`src/rtl/bcd_to_binary.sv`:
```
// Sequential 4-digit packed-BCD to 14-bit binary converter.
// Digits are folded in most-significant first as acc = acc*10 + digit, one per clock,
// behind a start/busy/done handshake. Nibbles above 9 short-circuit to an error result.
module bcd_to_binary (
    input  logic        clk,
    input  logic        reset,
    input  logic        start,
    input  logic [15:0] bcd,
    output logic [13:0] binary,
    output logic        done,
    output logic        busy,
    output logic        error
);

    typedef enum logic [1:0] {StIdle, StConv, StDone} state_e;

    state_e      state_q, state_d;
    logic [13:0] acc_q, acc_d;
    logic [13:0] acc_step;
    logic [15:0] sr_q, sr_d;
    logic [1:0]  cnt_q, cnt_d;
    logic [13:0] binary_q, binary_d;
    logic        done_q, done_d;
    logic        busy_q, busy_d;
    logic        error_q, error_d;

    logic        accept;
    logic        bcd_invalid;

    // A request is only honoured when no conversion is running.
    assign accept = start && ((state_q == StIdle) || (state_q == StDone));

    assign bcd_invalid = (bcd[15:12] > 4'd9) || (bcd[11:8] > 4'd9) ||
                         (bcd[7:4]   > 4'd9) || (bcd[3:0]  > 4'd9);

    // acc*10 as (acc<<3)+(acc<<1); 999*10+9 = 9999 so 14 bits never overflow.
    assign acc_step = (acc_q << 3) + (acc_q << 1) + {10'd0, sr_q[15:12]};

    // State register.
    always_ff @(posedge clk or posedge reset) begin
        if (reset) begin
            state_q <= StIdle;
        end else begin
            state_q <= state_d;
        end
    end

    // Next-state logic.
    always_comb begin
        state_d = state_q;
        case (state_q)
            StIdle, StDone: begin
                if (accept) begin
                    state_d = bcd_invalid ? StDone : StConv;
                end
            end
            StConv: begin
                if (cnt_q == 2'd3) begin
                    state_d = StDone;
                end
            end
            default: state_d = StIdle;
        endcase
    end

    // Datapath and registered-output next values.
    always_comb begin
        acc_d    = acc_q;
        sr_d     = sr_q;
        cnt_d    = cnt_q;
        binary_d = binary_q;
        done_d   = done_q;
        busy_d   = busy_q;
        error_d  = error_q;
        if (accept) begin
            sr_d    = bcd;
            acc_d   = 14'd0;
            cnt_d   = 2'd0;
            done_d  = 1'b0;
            error_d = 1'b0;
            if (bcd_invalid) begin
                // Error result is immediate; binary is forced to 0 with it.
                done_d   = 1'b1;
                error_d  = 1'b1;
                binary_d = 14'd0;
                busy_d   = 1'b0;
            end else begin
                busy_d = 1'b1;
            end
        end else if (state_q == StConv) begin
            acc_d = acc_step;
            sr_d  = sr_q << 4;
            cnt_d = cnt_q + 2'd1;
            if (cnt_q == 2'd3) begin
                binary_d = acc_step;
                done_d   = 1'b1;
                busy_d   = 1'b0;
            end
        end
    end

    // Datapath and output registers.
    always_ff @(posedge clk or posedge reset) begin
        if (reset) begin
            acc_q    <= 14'd0;
            sr_q     <= 16'd0;
            cnt_q    <= 2'd0;
            binary_q <= 14'd0;
            done_q   <= 1'b0;
            busy_q   <= 1'b0;
            error_q  <= 1'b0;
        end else begin
            acc_q    <= acc_d;
            sr_q     <= sr_d;
            cnt_q    <= cnt_d;
            binary_q <= binary_d;
            done_q   <= done_d;
            busy_q   <= busy_d;
            error_q  <= error_d;
        end
    end

    assign binary = binary_q;
    assign done   = done_q;
    assign busy   = busy_q;
    assign error  = error_q;

endmodule

```
`config.mk`:
```
export PLATFORM = sky130hd
export DESIGN_NAME = bcd_to_binary
export DESIGN_NICKNAME = d
export VERILOG_FILES = /design/src/rtl/bcd_to_binary.sv
export SDC_FILE = /design/constraint.sdc
export NUM_CORES = 1
export LEC_CHECK = 0
export BUFFER_PORTS_ARGS = -buffer_cell sky130_fd_sc_hd__buf_2
export CAP_MARGIN = 20
export CORE_MARGIN = 1
export CORE_UTILIZATION = 35
export DETAILED_ROUTE_END_ITERATION = 8
export GPL_TIMING_DRIVEN = 0
export SLEW_MARGIN = 20
export SYNTH_ARGS = -nofsm -noshare
export SYNTH_HDL_FRONTEND = slang
export SYNTH_SLANG_ARGS = --single-unit
```
`constraint.sdc`:
```
create_clock -name clk -period 3.6 [get_ports clk]
set_clock_uncertainty 0.15 [all_clocks]
set_input_delay 0.36 -clock clk [delete_from_list [all_inputs] [get_ports clk]]
set_output_delay 0.36 -clock clk [all_outputs]
set_load 0.01 [all_outputs]
```
==> results.txt, run 1 <==
critical-path cell list - inv_1 -> fa_1 -> inv_1 -> ha_1 -> a211oi_2 -> o31ai_4 -> a31oi_1 -> xor2_1 -> o21ai_1
LEAKAGE - 1.59 nW
WP data required - 3.63 ns
die width - 89.1 um
Ys Warns - 0
Mapped Cells - 269
switching share of power - 29.8%
initial core utilization - 36.4%
final setup TNS - 0 ns
initial antenna violation count - 0
minimum clock period after layout - 2.76 ns
Slew Limit Headroom - 57.2%
slowest CP cell - fa_1
Total GRT Usage - 17.0%
Clock transition at path regs - 0.10 ns
row cnt - 31
vias in the first global route - 2,031
GR Overflow Total - 0
Hold WC Path Type - input pin to register
post-synth net total - 313
logic gate share of total power - 19.4%
number of nets in the layout - 357
P_int - 0.944 mW
Clock Power Share - 32.1%
Util after Layout - 42.6%
worst-path fanout max - 3
worst hold path cell count - 3
Vias/cell - 5.15
Max-Cap Viols - 0
Yosys cell types - 37
Setup CP Type - register to register
arrival time at the worst endpoint - 2.79 ns
Final Hold Viols - 0
Tightest Pin Transition - 0.641 ns
Async S/R FF share, synth - 100%
first-pass GRT wire length - 10,100 um
dominant cell type by count on the critical path - inv_1
RSZ-0062 raised after global routing - no
PortBufs - 35
antenna cells - 0
clock buffer depth - 2
worst r2r path cells - 9
Sw Pwr - 0.401 mW
H-tree lvl count - 2
Iter 0 DRT Violations - 101
synthesized area - 2660 um^2
fin. max-slew vios - 0
slowest cell delay on critical path - 0.58 ns
share of the synthesized area in the top cell type - 47.1%
pwr/cell area - 433 nW/um^2
CP bufs+invs - 2
Syn Area/Cell - 9.88 um^2
Finish-stage setup viols - 0
Fmax - 0.362 GHz
Top Family by Delay on Critical Path - adder cells
crit path launch type - register
GPL Wtd Cong - 0.831
Layout area overhead - 16.9%
clk sink count - 50
Peak VDD IR - 0.185 mV
setup bufs post-CTS - 0
sequential share of power - 48.5%
top cell type by total area after synthesis - dfrtp_1
crit share post-route - 76.7%
core area - 7290 um^2
fin cells - 413
status - complete, no violations
Pre-antenna DRT Iters - 4
FF+latch count, synth - 50
Die Y - 89.1 um
R2R setup slack - 0.84 ns
CTS root buf - clkbuf_8
Detail Placement HPWL - 4520 um
synth top area cells - dfrtp_1 (47%), ha_1 (11%), nand2_1 (7.1%)
TritonCTS clock tree - built
DP Cell Count - 404
CP Capture Type - register
DRT antenna net count - 0
Num CTS Buffers - 5
total routed wirelength - 6140 um
CP Depth - 9
overall die area - 7950 um^2
# DRC - 0
I/O pins - 36
Final Power - 1.35 mW
register area share after synthesis - 47.1%
total number of vias - 2,129
EDFF count, synth - 0
layout cells sized above 1 - 16.2%
worst-skew pair later-pin latency - 0.31 ns
main flop type after synthesis - dfrtp_1
largest net degree at the start of global routing - 27
Routed wire per std cell - 14.9 um
[cell families after synthesis]
logic type | share of synthesized area [%]
compound gates | 20.5
flops | 47.1
xor+xnor | 3.30
simple gates | 13.8
fa+ha+maj | 12.3
buf+inv | 2.92
[cell type report]
type	count	area, um^2
Fill cell	761	4180
Multi-Input combinational cell	199	1330
Sequential cell	50	1250
Timing Repair Buffer	37	205
Tap cell	99	124
Clock buffer	6	82.6
Buffer	12	47.5
Clock inverter	2	38.8
Inverter	8	30.0
[layer usage]
| metal | vias up | part of all wire [%] | global-route usage [%] |
|---|---|---|---|
| li1 | 1045 | - | - |
| met1 | 1022 | 50 | 23.5 |
| met2 | 53 | 46 | 27.6 |
| met3 | 9 | 3.5 | 2.77 |
| met4 | 0 | 1.2 | 4.76 |
| met5 | - | 0 | 0 |
[Yosys cell counts, types with 3 or more instances]
| library cell | instances |
|---|---|
| a22oi_1 | 4 |
| and2_1 | 4 |
| a31oi_1 | 8 |
| a21oi_1 | 14 |
| xnor2_1 | 6 |
| xor2_1 | 4 |
| inv_1 | 8 |
| a31o_1 | 3 |
| dfrtp_1 | 50 |
| clkbuf_1 | 9 |
| nand2_1 | 50 |
| nor2_1 | 19 |
| o21ai_0 | 6 |
| nor2b_1 | 3 |
| ha_1 | 23 |
| a21o_1 | 3 |
| a22o_1 | 15 |
| o21ai_1 | 13 |
| nand4_1 | 4 |
[power by group through the flow]
stage	sequential, mW	combinational, mW	clock [mW]
5_1_grt	0.660	0.297	0.460
3_5_place_dp	0.665	0.263	0
4_1_cts	0.653	0.265	0.445
3_3_place_gp	0.663	0.256	0
6_report	0.653	0.261	0.432
2_1_floorplan	0.658	0.180	0
[sequential cells by signal (all words and copies together), names as in the netlist]
signal / cells
sr_q: 16
error: 1
state_q: 2
cnt_q: 2
busy: 1
done: 1
acc_q: 13
binary: 14
[layout by cell type, fill, tap and decap left out, drive strengths merged, types with 2 or more instances in the layout]
cell and count:
o31ai 2, nor2 19, and2 4, a31o 3, o21ai 19, ha 23, a31oi 8, o21a 2
a22o 15, a21oi 15, xor2 4, fa 2, a22oi 4, nor2b 3, a211oi 3, a21o 3
xnor2 6, nand2 50, nand4 4, nand2b 2, dfrtp 50, clkbuf 15, buf 39, inv 9
[tightest hold or removal path, stage by stage]
cell and delay [ns]:
buf_2 0.08, a22oi_1 0.05, nand2_1 0.06
[stage by stage]
| stage | setup WS (ns) | hold slack (ns) | area [um^2] |
|---|---|---|---|
| 2_1_floorplan | 1.03 | 0.296 | 2660 |
| 3_3_place_gp | 0.859 | 0.310 | 2960 |
| 3_5_place_dp | 0.871 | 0.317 | 2980 |
| 4_1_cts | 0.834 | 0.0983 | 3110 |
| 5_1_grt | 0.653 | 0.121 | 3110 |
| 6_report | 0.839 | 0.109 | 3110 |
[final timing paths]
kind / start / endpoint
setup / recovery: acc_q[0] / acc_q[9]
hold / removal: bcd[8] / sr_q[8]
setup reg to reg: acc_q[0] / acc_q[9]
hold reg to reg: sr_q[8] / sr_q[8]
max in group asynchronous: reset / acc_q[5]
min in group asynchronous: reset / sr_q[6]
[timing repair]
action                    CTS  global route
hold buffers                1             0
gates resized for setup     0             0
hold endpoints to repair   25             0
No activity file was read; power rests on OpenSTA's default activity.
==> inputs of run 2 (changes only) <==
--- a/config.mk
+++ b/config.mk
@@ -5,6 +5,7 @@
 export SDC_FILE = /design/constraint.sdc
 export NUM_CORES = 1
 export LEC_CHECK = 0
+export ABC_AREA = 1
 export BUFFER_PORTS_ARGS = -buffer_cell sky130_fd_sc_hd__buf_2
 export CAP_MARGIN = 20
 export CORE_MARGIN = 1
==> constraint.sdc (replaced) <==
create_clock -name clk -period 2.6 [get_ports clk]
set_clock_uncertainty 0.15 [all_clocks]
set_input_delay 0.26 -clock clk [delete_from_list [all_inputs] [get_ports clk]]
set_output_delay 0.26 -clock clk [all_outputs]
set_load 0.01 [all_outputs]
==> run 2 against run 1 <==
  * Power up 90%
  * Wire length up 9.9%
  * Highest routed layer unchanged
  * Synthesized cell count up 39%
  * Worst setup slack worse by 0.66 ns
  * Count of clock-buffer cells in the layout down 1
==> results.txt, run 2 <==
status - complete, no violations
crit path launch type - register
setup bufs post-CTS - 0
final setup margin - 0.175 ns
Finish-stage setup viols - 0
logic gate share of total power - 40.1%
mux contribution to synthesized area - 0%
Pre-antenna DRT Iters - 4
Max-Cap Viols - 0
synthesized area - 2970 um^2
CTS root buf - clkbuf_8
FF+latch count, synth - 50
# DRC - 0
sequential share of power - 42.2%
GR Overflow Total - 0
Ys Warns - 0
Total GRT Usage - 16.6%
final setup TNS - 0 ns
Synth Area in Adders - 11.0%
Synth Area in Compound Gates - 10.8%
register bank with the most flops - sr_q
Async S/R FF share, synth - 100%
initial core utilization - 36.2%
die width - 94.1 um
post-synthesis simple-gate area fraction - 26.8%
number of flip-flops under the largest register name - 16
synth top area cells - dfrtp_1 (42%), nand2_1 (15%), ha_1 (9.7%)
switching share of power - 39.6%
most common cell in the netlist - nand2_1
Num CTS Buffers - 5
Syn Area/Cell - 7.97 um^2
largest net degree at the start of global routing - 29
Util after Layout - 41.3%
WP data required - 2.68 ns
Slew Limit Headroom - 65.3%
register area share after synthesis - 42.1%
first-pass GRT wire length - 11,400 um
Iter 0 DRT Violations - 107
Clock Power Share - 17.7%
Final Cell Area - 3400 um^2
Hold WC Path Type - input pin to register
Setup CP Type - register to register
clock buffer depth - 2
total number of vias - 2,485
worst slack at placement - 0.151 ns
crit share post-route - 93.3%
worst-path fanout max - 4
Peak VDD IR - 0.273 mV
Routed wire per std cell - 12.9 um
overall die area - 8860 um^2
TritonCTS clock tree - built
layout cells sized above 1 - 18.0%
share of the synthesized area in the top cell type - 42.1%
Die Y - 94.1 um
commonest non-fill, non-tap cell in the layout - nand2_1
arrival time at the worst endpoint - 2.51 ns
main flop type after synthesis - dfrtp_1
Mapped Cells - 373
P_int - 1.54 mW
initial antenna violation count - 0
CP Capture Type - register
EDFF count, synth - 0
Clock transition at path regs - 0.10 ns
clk sink count - 50
worst-skew pair later-pin latency - 0.31 ns
DRT antenna net count - 0
Sw Pwr - 1.01 mW
RSZ-0062 raised after global routing - no
WHS - 0.0135 ns
fin. max-slew vios - 0
post-synth net total - 417
core area - 8220 um^2
vias in the first global route - 2,427
row cnt - 33
pwr/cell area - 752 nW/um^2
post-placement cell area - 3300 um^2
most frequent cells in the layout - nand2_1 (118), dfrtp_1 (50), inv_1 (48), buf_2 (40), nor2_1 (24)
Fmax - 0.412 GHz
number of nets in the layout - 461
top cell type by total area after synthesis - dfrtp_1
I/O pins - 36
antenna cells - 0
Final Hold Viols - 0
Vias/cell - 4.76
Yosys cell types - 32
most frequent cells after synthesis - nand2_1 (118), dfrtp_1 (50), inv_1 (49), nor2_1 (24), ha_1 (23)
LEAKAGE - 1.91 nW
H-tree lvl count - 2
minimum clock period after layout - 2.43 ns
largest family of logic cells by synthesized area - simple AND/OR/NAND/NOR gates
XOR/XNOR share of the synthesized area - 0%
Tightest Pin Transition - 0.520 ns
PortBufs - 35
total routed wirelength - 6740 um
Detail Placement HPWL - 5180 um
Layout area overhead - 14.3%
GPL Wtd Cong - 0.841
[run 2: worst paths after layout]
path | start | end | slack, ns | depth (start not counted)
min in group asynchronous | reset | cnt_q[0] | 0.38 | 3
hold reg to reg | cnt_q[0] | cnt_q[0] | 0.33 | 1
hold / removal | bcd[12] | sr_q[12] | 0.01 | 3
setup reg to reg | acc_q[0] | acc_q[10] | 0.17 | 10
max in group asynchronous | reset | acc_q[4] | 1.40 | 4
setup / recovery | acc_q[0] | acc_q[10] | 0.17 | 10
[run 2: routing by layer]
layer / GRT usage [%] / wire, um / vias up / part of all wire [%]
met4: 3.72 / 78 / 0 / 1.2
li1: - / - / 1284 / -
met1: 21.6 / 3260 / 1140 / 48
met3: 2.43 / 233 / 7 / 3.5
met2: 28.9 / 3170 / 54 / 47
met5: 0 / 0 / - / 0
[run 2: logic make-up (layout without fill, tap and decap cells)]
| group | Yosys count | count (layout) |
|---|---|---|
| adders and majority gates | 25 | 25 |
| buffers and inverters | 64 | 108 |
| AOI/OAI and AO/OA | 53 | 53 |
| and+or+nand+nor | 181 | 181 |
| DFF | 50 | 50 |
[run 2: final cells by class]
type	instances	area, um^2
buffer	10	70.1
clock buffer	5	68.8
clock inverter	2	15.0
fill	863	4820
inverter	54	205
multi-input combinational	259	1450
sequential	50	1250
tap	105	131
timing repair buffer	37	205
[run 2: power groups by stage]
stage	Combinational (mW)	Sequential (mW)	Clock (mW)
3_5_place_dp	1.03	1.09	0
2_1_floorplan	0.741	1.09	0
4_1_cts	1.03	1.08	0.469
6_report	1.03	1.08	0.453
5_1_grt	1.17	1.10	0.490
3_3_place_gp	0.996	1.09	0
[run 2: timing repair]
| action | in CTS | in global routing |
|---|---|---|
| endpoints found under the setup margin | 0 | 6 |
| gates resized for setup | 0 | 1 |
| hold buffers | 1 | 0 |
| hold endpoints to repair | 22 | 0 |
[run 2: stage by stage]
stage | total power, mW | cells
2_1_floorplan | 1.83 | 373
3_3_place_gp | 2.08 | 513
3_5_place_dp | 2.12 | 514
4_1_cts | 2.58 | 522
5_1_grt | 2.76 | 522
6_report | 2.56 | 522
[run 2: critical path, stage by stage (launching register included)]
cell and delay (ns):
dfrtp_1 0.36, inv_1 0.08, fa_1 0.53, fa_1 0.43, inv_1 0.13, nand3_1 0.10, nand3_2 0.12, nand2_1 0.09
nand3b_1 0.09, nand3_1 0.13, o21ai_1 0.15
==> inputs of run 3 (changes only) <==
--- a/config.mk
+++ b/config.mk
@@ -7,11 +7,12 @@
 export LEC_CHECK = 0
 export ABC_AREA = 1
 export BUFFER_PORTS_ARGS = -buffer_cell sky130_fd_sc_hd__buf_2
-export CAP_MARGIN = 20
+export CORE_ASPECT_RATIO = 1.75
 export CORE_MARGIN = 1
 export CORE_UTILIZATION = 35
 export DETAILED_ROUTE_END_ITERATION = 8
 export GPL_TIMING_DRIVEN = 0
+export SKIP_LAST_GASP = 1
 export SLEW_MARGIN = 20
 export SYNTH_ARGS = -nofsm -noshare
 export SYNTH_HDL_FRONTEND = slang
==> run 3 against run 2 <==
  * Wire length increased by 11%
  * Final cell count is 2.3% lower
  * Register-to-register slack improved by 0.03 ns
  * Flip-flop and latch count stayed put
  * Core utilization is 0.66 points higher
  * Sequential share of layout area is 0.76 points lower
  * Worst setup slack gained 0.031 ns
  * Critical path type unchanged
==> results.txt, run 3 (same netlist as run 2, synthesis figures left out) <==
Top Usage Layer GRT - met2
core area - 8260 um^2
PortBufs - 35
DP Cell Count - 501
total number of vias - 2,554
number of nets in the layout - 461
Hold Path Origin - bcd[0]
layout cells sized above 1 - 18.4%
Finish-stage setup viols - 0
Num CTS Buffers - 5
total routed wirelength - 7480 um
met1 GRT Util - 18.1%
Pre-antenna DRT Iters - 4
Util after Layout - 42.0%
clock buffer depth - 2
Tightest Pin Transition - 0.592 ns
# DRC - 0
worst-skew pair later-pin latency - 0.29 ns
Setup CP Type - register to register
final setup margin - 0.205 ns
met3 Use GR - 3.16%
CTS root buf - clkbuf_16
CP Capture Type - register
Iter 0 DRT Violations - 134
worst slack at placement - 0.0803 ns
Clock transition at path regs - 0.06 ns
R2R setup slack - 0.21 ns
first-pass GRT wire length - 12,200 um
I/O pins - 36
Hold WC Path Type - input pin to register
slowest CP cell - fa_1
Vias/cell - 5.01
register bank with the most flops - sr_q
vias in the first global route - 2,623
Final Hold Viols - 0
pwr/cell area - 823 nW/um^2
crit share post-route - 92.1%
row cnt - 44
Total GRT Usage - 18.3%
post-placement cell area - 3280 um^2
Top Family by Delay on Critical Path - adder cells
FILL cells - 855
Detail Placement HPWL - 5790 um
clk sink count - 50
FF-to-FF End - acc_q[10]
CP bufs+invs - 2
critical-path cell list - inv_1 -> fa_1 -> fa_1 -> inv_1 -> nand3_1 -> nand3_2 -> nand2_1 -> nand3b_1 -> nand3_2 -> o21ai_1
initial antenna violation count - 0
fin cells - 510
Fmax - 0.418 GHz
WHS Endpoint - sr_q[0]
Max-Cap Viols - 0
Slew Limit Headroom - 60.5%
worst r2r path cells - 10
number of flip-flops under the largest register name - 16
H-tree lvl count - 2
LEAKAGE - 1.96 nW
most frequent cells in the layout - nand2_1 (118), dfrtp_1 (50), inv_1 (48), buf_2 (40), nor2_1 (24)
Final Power - 2.85 mW
Final Cell Area - 3470 um^2
WP data required - 2.67 ns
worst-path fanout max - 4
setup bufs post-CTS - 0
met2 Use GR - 35.1%
overall die area - 8880 um^2
Die Y - 124 um
GPL Wtd Cong - 0.941
slowest cell delay on critical path - 0.52 ns
arrival time at the worst endpoint - 2.46 ns
die width - 71.7 um
initial core utilization - 36.0%
reg2reg start - acc_q[0]
commonest non-fill, non-tap cell in the layout - nand2_1
fin. max-slew vios - 0
Routed wire per std cell - 14.7 um
TritonCTS clock tree - built
Layout area overhead - 16.7%
worst hold path cell count - 3
minimum clock period after layout - 2.39 ns
largest net degree at the start of global routing - 27
status - complete, no violations
antenna cells - 0
crit path launch type - register
Peak VDD IR - 0.412 mV
GR Overflow Total - 0
DRT antenna net count - 0
run 3: area by class of cell:
type	instances	area, um^2	share of cell area, %
Clock buffer	8	166	4.80
Timing Repair Buffer	37	205	5.92
Buffer	10	70.1	2.02
Multi-Input combinational cell	259	1460	42.0
Inverter	54	205	5.92
Tap cell	92	115	3.32
Sequential cell	50	1250	36.1
run 3: how the worst max path moves through the flow:
stage	from	to	slack [ns]	depth (start not counted)
floorplan	acc_q[0]	binary[6]	0.41	10
global placement	acc_q[2]	binary[6]	0.12	10
detailed placement	acc_q[2]	acc_q[10]	0.08	10
CTS	acc_q[2]	acc_q[10]	0.06	10
global route	acc_q[0]	acc_q[10]	-0.0005	10
finish	acc_q[0]	acc_q[10]	0.21	10
run 3: through the flow:
| step | setup TNS (ns) | hold WS (ns) |
|---|---|---|
| after floorplan | 0 | 0.217 |
| after global placement | 0 | 0.305 |
| after detailed placement | 0 | 0.205 |
| after CTS | 0 | 0.0173 |
| after global routing | -0.000546 | 0.0428 |
| final | 0 | 0.0216 |
run 3: worst register-to-register path: cells and delay by family, from the launching register on:
kind,cells,cell delay (ns)
buffers and inverters,2,0.20
AND/OR/NAND/NOR,5,0.52
flip-flops,1,0.35
adder cells (fa/ha/maj),2,0.94
AO/OA/AOI/OAI,1,0.16
run 3: power breakdown:
group | switching (mW) | leakage, nW | total (mW) | internal [mW]
clock network | 0.286 | 0.0832 | 0.723 | 0.436
registers | 0.119 | 0.643 | 1.08 | 0.957
logic | 0.647 | 1.24 | 1.06 | 0.409
run 3: what timing repair did:
item,in CTS,in global routing
resized for setup,0,2
hold buffers,1,0
hold endpoints to repair,25,0
endpoints found under the setup margin,0,6
run 3: per-layer routing:
layer | wire [um] | part of all wire [%]
met5 | 0 | 0
met4 | 276 | 3.7
met3 | 180 | 2.4
met2 | 4160 | 56
met1 | 2860 | 38
